**src/rtl/ras_pkg.sv**
```systemverilog
// Shared defaults and derived widths for the return address stack.
// Pointer is log2(DEPTH) bits; count needs one more bit to represent a full stack.
package ras_pkg;
    localparam int RAS_DEPTH = 8;
    localparam int RAS_AW    = 32;
    localparam int RAS_PW    = $clog2(RAS_DEPTH);
    localparam int RAS_CW    = RAS_PW + 1;
endpackage

```
**src/rtl/ras_storage.sv**
```systemverilog
// Entry array for the return address stack: one write port, one combinational read port.
// Latency: write lands at the clock edge, read is same-cycle.
// Backpressure: none; the caller qualifies the write enable.
module ras_storage
    import ras_pkg::*;
#(
    parameter int DEPTH = RAS_DEPTH,
    parameter int AW    = RAS_AW
) (
    input  logic                     clk,
    input  logic                     rst_n,
    input  logic                     wr_en,
    input  logic [$clog2(DEPTH)-1:0] wr_addr,
    input  logic [AW-1:0]            wr_data,
    input  logic [$clog2(DEPTH)-1:0] rd_addr,
    output logic [AW-1:0]            rd_data
);
    logic [AW-1:0] mem [DEPTH];

    always_ff @(posedge clk or negedge rst_n) begin
        if (!rst_n) begin
            for (int i = 0; i < DEPTH; i++) begin
                mem[i] <= '0;
            end
        end else if (wr_en) begin
            mem[wr_addr] <= wr_data;
        end
    end

    assign rd_data = mem[rd_addr];
endmodule

```
**src/rtl/return_addr_stack.sv**
```systemverilog
// Fetch-stage return address predictor (circular LIFO); RAS_CHECKPOINT_EN adds snapshot/restore.
// Latency: prediction is combinational in the cycle of the pop; state updates at the edge.
// Backpressure: iStall freezes all state and suppresses the prediction.
module return_addr_stack
    import ras_pkg::*;
#(
    parameter int DEPTH = RAS_DEPTH,
    parameter int AW    = RAS_AW
) (
    input  logic                       iClk,
    input  logic                       iRst_n,
    input  logic                       iPushCmd,
    input  logic [AW-1:0]              iPushAddr,
    input  logic                       iPopCmd,
    input  logic                       iStall,
    input  logic                       iFlush,
    input  logic                       iCheckpoint,
    input  logic                       iBranchMissCmd,
    output logic [AW-1:0]              oRetAddr,
    output logic                       oRetCmd,
    output logic [$clog2(DEPTH):0]     oCount,
    output logic                       oEmpty,
    output logic                       oFull,
    output logic                       oOverflow
);
    localparam int PW = $clog2(DEPTH);
    localparam int CW = PW + 1;

    logic [PW-1:0] ptr;
    logic [CW-1:0] cnt;
    logic          ovf;
    logic          empty;
    logic          full;
    logic          restore;
    logic          act;
    logic          do_push;
    logic          do_pop;
    logic          replace;
    logic [PW-1:0] wr_addr;
    logic [AW-1:0] top;

`ifdef RAS_CHECKPOINT_EN
    logic [PW-1:0] snap_ptr;
    logic [CW-1:0] snap_cnt;

    assign restore = iBranchMissCmd;

    // Restore outranks capture, so a simultaneous checkpoint leaves the snapshot alone.
    always_ff @(posedge iClk or negedge iRst_n) begin
        if (!iRst_n) begin
            snap_ptr <= '0;
            snap_cnt <= '0;
        end else if (iCheckpoint && !iFlush && !iBranchMissCmd && !iStall) begin
            snap_ptr <= ptr;
            snap_cnt <= cnt;
        end
    end
`else
    logic unused_ckpt;

    assign restore     = 1'b0;
    assign unused_ckpt = iCheckpoint ^ iBranchMissCmd;
`endif

    assign empty   = (cnt == '0);
    assign full    = (cnt == CW'(DEPTH));
    assign act     = !iFlush && !restore && !iStall;
    assign do_push = act && iPushCmd;
    assign do_pop  = act && iPopCmd && !empty;
    // Push+pop on a non-empty stack swaps the top entry in place.
    assign replace = do_push && do_pop;
    assign wr_addr = replace ? ptr : ptr + PW'(1);

    always_ff @(posedge iClk or negedge iRst_n) begin
        if (!iRst_n) begin
            ptr <= '0;
            cnt <= '0;
            ovf <= 1'b0;
        end else begin
            ovf <= 1'b0;
            if (iFlush) begin
                ptr <= '0;
                cnt <= '0;
`ifdef RAS_CHECKPOINT_EN
            end else if (restore) begin
                ptr <= snap_ptr;
                cnt <= snap_cnt;
`endif
            end else if (do_push && !do_pop) begin
                ptr <= ptr + PW'(1);
                if (full) begin
                    ovf <= 1'b1;
                end else begin
                    cnt <= cnt + CW'(1);
                end
            end else if (do_pop && !do_push) begin
                ptr <= ptr - PW'(1);
                cnt <= cnt - CW'(1);
            end
        end
    end

    ras_storage #(
        .DEPTH (DEPTH),
        .AW    (AW)
    ) u_storage (
        .clk     (iClk),
        .rst_n   (iRst_n),
        .wr_en   (do_push),
        .wr_addr (wr_addr),
        .wr_data (iPushAddr),
        .rd_addr (ptr),
        .rd_data (top)
    );

    assign oRetAddr  = empty ? '0 : top;
    assign oRetCmd   = iPopCmd && !empty && !iStall && !iFlush;
    assign oCount    = cnt;
    assign oEmpty    = empty;
    assign oFull     = full;
    assign oOverflow = ovf;
endmodule

```
**config.mk**
```make
export PLATFORM = sky130hd
export DESIGN_NAME = return_addr_stack
export DESIGN_NICKNAME = d
export VERILOG_FILES = /design/src/rtl/ras_pkg.sv /design/src/rtl/ras_storage.sv /design/src/rtl/return_addr_stack.sv
export SDC_FILE = /design/constraint.sdc
export NUM_CORES = 1
export LEC_CHECK = 0
export ABC_AREA = 0
export CAP_MARGIN = 5
export CORE_AREA = 2 2 169 171
export DETAILED_ROUTE_END_ITERATION = 12
export DIE_AREA = 0 0 171 173
export PLACE_DENSITY = 0.7
export SLEW_MARGIN = 30
export SYNTH_ARGS = -nofsm -noshare
export SYNTH_HDL_FRONTEND = slang
export SYNTH_SLANG_ARGS = --single-unit
```
**constraint.sdc**
```tcl
create_clock -name iClk -period 3.9 [get_ports iClk]
set_clock_uncertainty 0.05 [all_clocks]
set_input_delay 0.78 -clock iClk [delete_from_list [all_inputs] [get_ports iClk]]
set_output_delay 0.78 -clock iClk [all_outputs]
set_load 0.005 [all_outputs]
```
== Word-level counts from Yosys, hierarchy flattened ==
Cells that the tools add are included.
W data, S select, Z words.

* $add $sub $neg: 4
* Order comparisons: 3
* Equality and inequality tests: 2
* Muxes and demuxes: 18
* Bitwise gates (word level): 2
* Reductions and logical operators: 19

{| class="wikitable"
|+ Operator list
! cell !! count
|-
| $bwmux W256 || 1
|-
| $mux W32 || 4
|-
| $bmux W32 S3 || 1
|-
| $demux W32 S3 || 1
|-
| $mux W4 || 4
|-
| $mux W3 || 4
|-
| $logic_and A1 B1 Y1 || 11
|-
| $ge A4 B4 Y1 const B || 2
|-
| $not A3 Y4 || 2
|-
| $logic_not A1 Y1 || 5
|-
| $add A4 B1 Y4 const B || 1
|-
| $eq A4 B4 Y1 const B || 1
|-
| $logic_not A4 Y1 || 1
|-
| $lt A4 B1 Y1 const B || 1
|-
| $sub A4 B1 Y4 const B || 1
|-
| $add A3 B1 Y3 const B || 1
|-
| $mux W1 || 3
|-
| $ne A3 B3 Y1 const B || 1
|-
| $reduce_bool A3 Y1 || 1
|-
| $sub A3 B1 Y3 const B || 1
|-
| $reduce_and A2 Y1 || 1
|}

* Register bits: 264
* Input bits: 40
* Output and inout port bits: 40
* Logic and storage cells: 59

== Depth between registers and ports, before layout ==
* Word-level depth: 12
* Depth in mapped cells: 11
* Mapped depth without buffers: 9

== By module ==
Synthesis repeated with hierarchy kept, for this count alone.

* Cells, all modules: 778
* Area, all modules: 12564.6 um2

{| class="wikitable"
|+ By module, submodules not included
! module !! times used !! cells an instance !! area an instance (um2) !! seq. area each (um2)
|-
| ras_storage || 1 || 665 || 11639.9 || 6406.1
|-
| return_addr_stack || 1 || 113 || 924.6 || 200.2
|}

== Worst setup path after synthesis ==
Ideal clock, no wire load.

* Path kind: input port to flip-flop
* From: in iStall
* To: reg u_storage.mem[85] (netlist name)
* Data arrival time: 2.805 ns
* Required time: 3.725 ns
* Path slack: 0.920 ns
* Stages: 8
* Buffers on the path: 3
* Cell sequence: buf_6 or3b_1 buf_2 or4_4 o32a_1 o22ai_2 buf_4 mux2_2

* Word-level cells in the longest chain between the ends: 12

{| class="wikitable"
|+ RTL lines
! what !! line !! source
|-
| start, declared || return_addr_stack.sv:15 || <nowiki>input logic iStall,</nowiki>
|-
| $logic_not A1 Y1 * || return_addr_stack.sv:67 || <nowiki>assign act = !iFlush && !restore && !iStall;</nowiki>
|-
| $logic_and A1 B1 Y1 * || return_addr_stack.sv:67 ||
|-
| $logic_and A1 B1 Y1 (2 in a row) || return_addr_stack.sv:69 || <nowiki>assign do_pop = act && iPopCmd && !empty;</nowiki>
|-
| $logic_and A1 B1 Y1 || return_addr_stack.sv:71 || <nowiki>assign replace = do_push && do_pop;</nowiki>
|-
| $mux W3 || return_addr_stack.sv:72 || <nowiki>assign wr_addr = replace ? ptr : ptr + PW'(1);</nowiki>
|-
| $not A3 Y4 (not written as such) || ras_storage.sv:26 || <nowiki>mem[wr_addr] <= wr_data;</nowiki>
|-
| $ge A4 B4 Y1 (not written as such) / $lt A4 B1 Y1 (equally long branches) || ras_storage.sv:26 ||
|-
| $logic_and A1 B1 Y1 (not written as such) || ras_storage.sv:26 ||
|-
| $mux W32 (not written as such) || ras_storage.sv:26 ||
|-
| $demux W32 S3 || ras_storage.sv:26 ||
|-
| $bwmux W256 || ras_storage.sv:26 ||
|-
| end signal, assigned by index || ras_storage.sv:26 ||
|-
| end, declared || ras_storage.sv:18 || <nowiki>logic [AW-1:0] mem [DEPTH];</nowiki>
|}

Mark *: on every way between the ends. The rest lies on a longest branch, timed or not.
A chain may end at the register's enable or synchronous reset.

== Final worst setup path ==
* From: reg ptr[1]
* To: out oRetAddr[27]

* Word-level cells in the longest chain between the ends: 5

{| class="wikitable"
|+ RTL lines
! what !! line !! source
|-
| start, declared || return_addr_stack.sv:29 || <nowiki>logic [PW-1:0] ptr;</nowiki>
|-
| start signal, assigned || return_addr_stack.sv:90 || <nowiki>ptr <= ptr + PW'(1);</nowiki>
|-
| start signal, assigned || return_addr_stack.sv:97 || <nowiki>ptr <= ptr - PW'(1);</nowiki>
|-
| $not A3 Y4 (not written as such) || ras_storage.sv:30 || <nowiki>assign rd_data = mem[rd_addr];</nowiki>
|-
| $bmux W32 S3 || ras_storage.sv:30 ||
|-
| $mux W32 (not written as such) (2 in a row) || ras_storage.sv:30 ||
|-
| $mux W32 || return_addr_stack.sv:116 || <nowiki>assign oRetAddr = empty ? '0 : top;</nowiki>
|-
| end, declared || return_addr_stack.sv:19 || <nowiki>output logic [AW-1:0] oRetAddr,</nowiki>
|}

No other way between the ends. The select of a mux whose other input is x is not followed.

==> results.cfg <==
[timing]
worst_pin_slew_ns = 0.6199
finalCritPeriodShare_pct = 94.70
setup_viol = 0
final-hold-violation-count = 0
layout_min_cycle_time_ns = 3.693
slew-limit-headroom_pct = 58.68
slew_violations = 0
layout_setup_ws_ns = 0.2066
rsz0062_at_grt = false
max_clock_freq_ghz = 0.2708
fin_tns_setup_ns = 0

[routing]
drt-initial-drc-count = 435
wirelength_mm = 26.89
drcViolationCount = 0
drt_pass1_iterations = 4
ant_nets = 0
wl_per_cell_um = 20.54
via_count = 7206
avgViaCountPerCell = 5.505

[worst_setup_path]
setup.worst_path.end_class = primary output
cp_max_fo = 52
path_class = reg -> out
worst_setup_path_start_kind = register
critical_path_arrival_ns = 2.86
worstPathRequired_ns = 3.07
reg2reg_setup_slack_ns = 0.72

[power_and_ir_drop]
power.internal_mw = 7.418
p_leak_nw = 6.528
switching_share_pct = 28.68
power_mw = 10.40
ir_drop_v = 0.0004059
clockPowerShare_pct = 26.3
power_switching_mw = 2.983
seqPwrFrac_pct = 41.7
power_density_mw_per_mm2 = 709.9
combPwrFrac_pct = 32.0

[cts]
cts_sinks = 264
cts_max_level = 1
clk_pin_slew_ns = 0.06
cts_buffer_depth = 3
cts_tree = built
cts_inserted_buffers = 29
clk_root_buffer_cell = clkbuf_16
postCtsSetupRepairBufs = 0
postCtsHoldBufs = 0
cts.repair.resized = 0
clock_latency_ns = 0.56

[placement]
hpwlAfterDp_mm = 15.59
io_buffers = 77
place_congestion = 0.7285
pre_cts_slack_ns = 0.4012
postPlaceCellArea_mm2 = 0.01368

[floorplan]
dieArea_mm2 = 0.02958
ios = 80
initial_core_util_pct = 44.62
die_h_um = 173
core_mm2 = 0.02763
die_w_um = 171
num_rows = 61

[finish]
drive_gt1_share_pct = 41.68
num-nets-final = 952
final_area_mm2 = 0.01465
n_antenna_cell = 0
fillerInstances = 2321
areaGrowthSynthToFinish_pct = 18.84

[grt]
grt_use_met3_pct = 2.197
grt_max_degree = 95
grt-ovfl-total = 0
met1_usage_pct = 27.29
busiest_layer = met2
grt_use_total_pct = 18.81
grtUsageMet2_pct = 30.61
grt_pass1_wl_mm = 43.77
grt_pass1_vias = 7743
antenna_found_initial = 1

[synthesis]
synth_edf_count = 0
synth.avg_cell_area_um2 = 14.87
synthArstFlopShare_pct = 100.0
netlist_area_mm2 = 0.01233
yosysTopAreaCell = dfrtp_1
synth_seq_area_share_pct = 53.58
synth_top_area_share_pct = 53.58
yosys-top-cells-area = dfrtp_1 54%, mux2_2 18%, mux4_2 12%
yosys.cell_count.top_type = dfrtp_1
synth_flop_cell = dfrtp_1
synthesis.nets = 873
synth_top_cells_by_count = 264 x dfrtp_1, 194 x mux2_2, 73 x nand2_1
synth.distinct_cells = 46
synth_warnings = 0
ys_seq_elements = 264
syn_inst = 829

[run_status]
status = finished, final reports clean

[min_path]
hp-class = in -> async

[job]
drv_cap = 0
[kinds of logic after synthesis]
logic type                 Yosys count  synth area share, %
muxes                              322                36.15
DFF                                264                53.58
and+or+nand+nor                    107                3.775
buffers and inverters               64                2.567
AOI/OAI and AO/OA                   60                2.953
xor gates and xnor gates             8               0.5683
adders and majority gates            4               0.4059
[flip-flops by register name, summed over array words and instances (netlist names)]
signal / flops
oCount: 4
oOverflow: 1
ptr: 3
u_storage.mem: 256
[worst paths after layout]
check / from / to / depth (start not counted)
min in group iClk: u_storage.mem[78]$_DFFE_PN0P_ / u_storage.mem[78]$_DFFE_PN0P_ / 1
max in group asynchronous: iRst_n / u_storage.mem[23]$_DFFE_PN0P_ / 2
worst min-delay path: iRst_n / oOverflow$_DFF_PN0_ / 1
worst max-delay path: ptr[1]$_DFFE_PN0P_ / oRetAddr[27] / 5
worst max register to register: ptr[1]$_DFFE_PN0P_ / u_storage.mem[213]$_DFFE_PN0P_ / 7
worst min register to register: u_storage.mem[78]$_DFFE_PN0P_ / u_storage.mem[78]$_DFFE_PN0P_ / 1
[power groups by stage]
stage | clock (mW) | combinational [mW] | sequential (mW)
floorplan | 0 | 2.37 | 4.13
global placement | 0 | 3.28 | 4.32
detailed placement | 0 | 3.36 | 4.36
CTS | 2.80 | 3.37 | 4.33
global route | 2.93 | 3.62 | 4.47
finish | 2.74 | 3.33 | 4.33
[cell type report]
class                   instances  area (µm²)  share of cell area (%)
flip-flops and latches        264        6613                   45.13
multi-input cells             501        5479                   37.40
repair buffers                108        1096                   7.481
clock buffers                  40       847.1                   5.781
well taps                     378       473.0                   3.228
clock inverters                14       128.9                  0.8796
inverters                       4       15.01                  0.1025
[cells in the final DEF, fill, tap and decap left out, drive strengths merged, types with 2 or more instances in the layout]
cell type and n:
clkinvlp 3, a21oi 39, nand2 73, inv 5, o21ai 6, mux4 64
a31oi 2, buf 32, ha 4, mux2 256, o22ai 2, clkbuf 40
xnor2 6, nor4 6, mux2i 2, xor2 2, dfrtp 264, and3 2
clkinv 9, nor3 6, clkdlybuf4s50 76, nor2 11
[critical path, stage by stage, from the launching register on]
cell and delay (ns):
dfrtp_2 0.69, buf_12 0.39, mux4_2 0.26, nand2_1 0.05
a21oi_1 0.33, clkdlybuf4s50_1 0.57
[metal layers]
layer	up-vias	wire length [µm]
li1	3216	-
met1	3860	12810
met2	97	12900
met3	33	701
met4	0	475
met5	-	0
[metrics by stage]
step | instances | util (%) | hold WS [ns]
CTS | 1309 | 53.03 | 0.1423
finish | 1309 | 53.03 | 0.1177
floorplan | 829 | - | 0.4032
global route | 1309 | 53.03 | 0.1704
global placement | 1255 | 49.50 | 0.4140
detailed placement | 1255 | 49.50 | 0.4250
(Power assumes the default switching activity.)
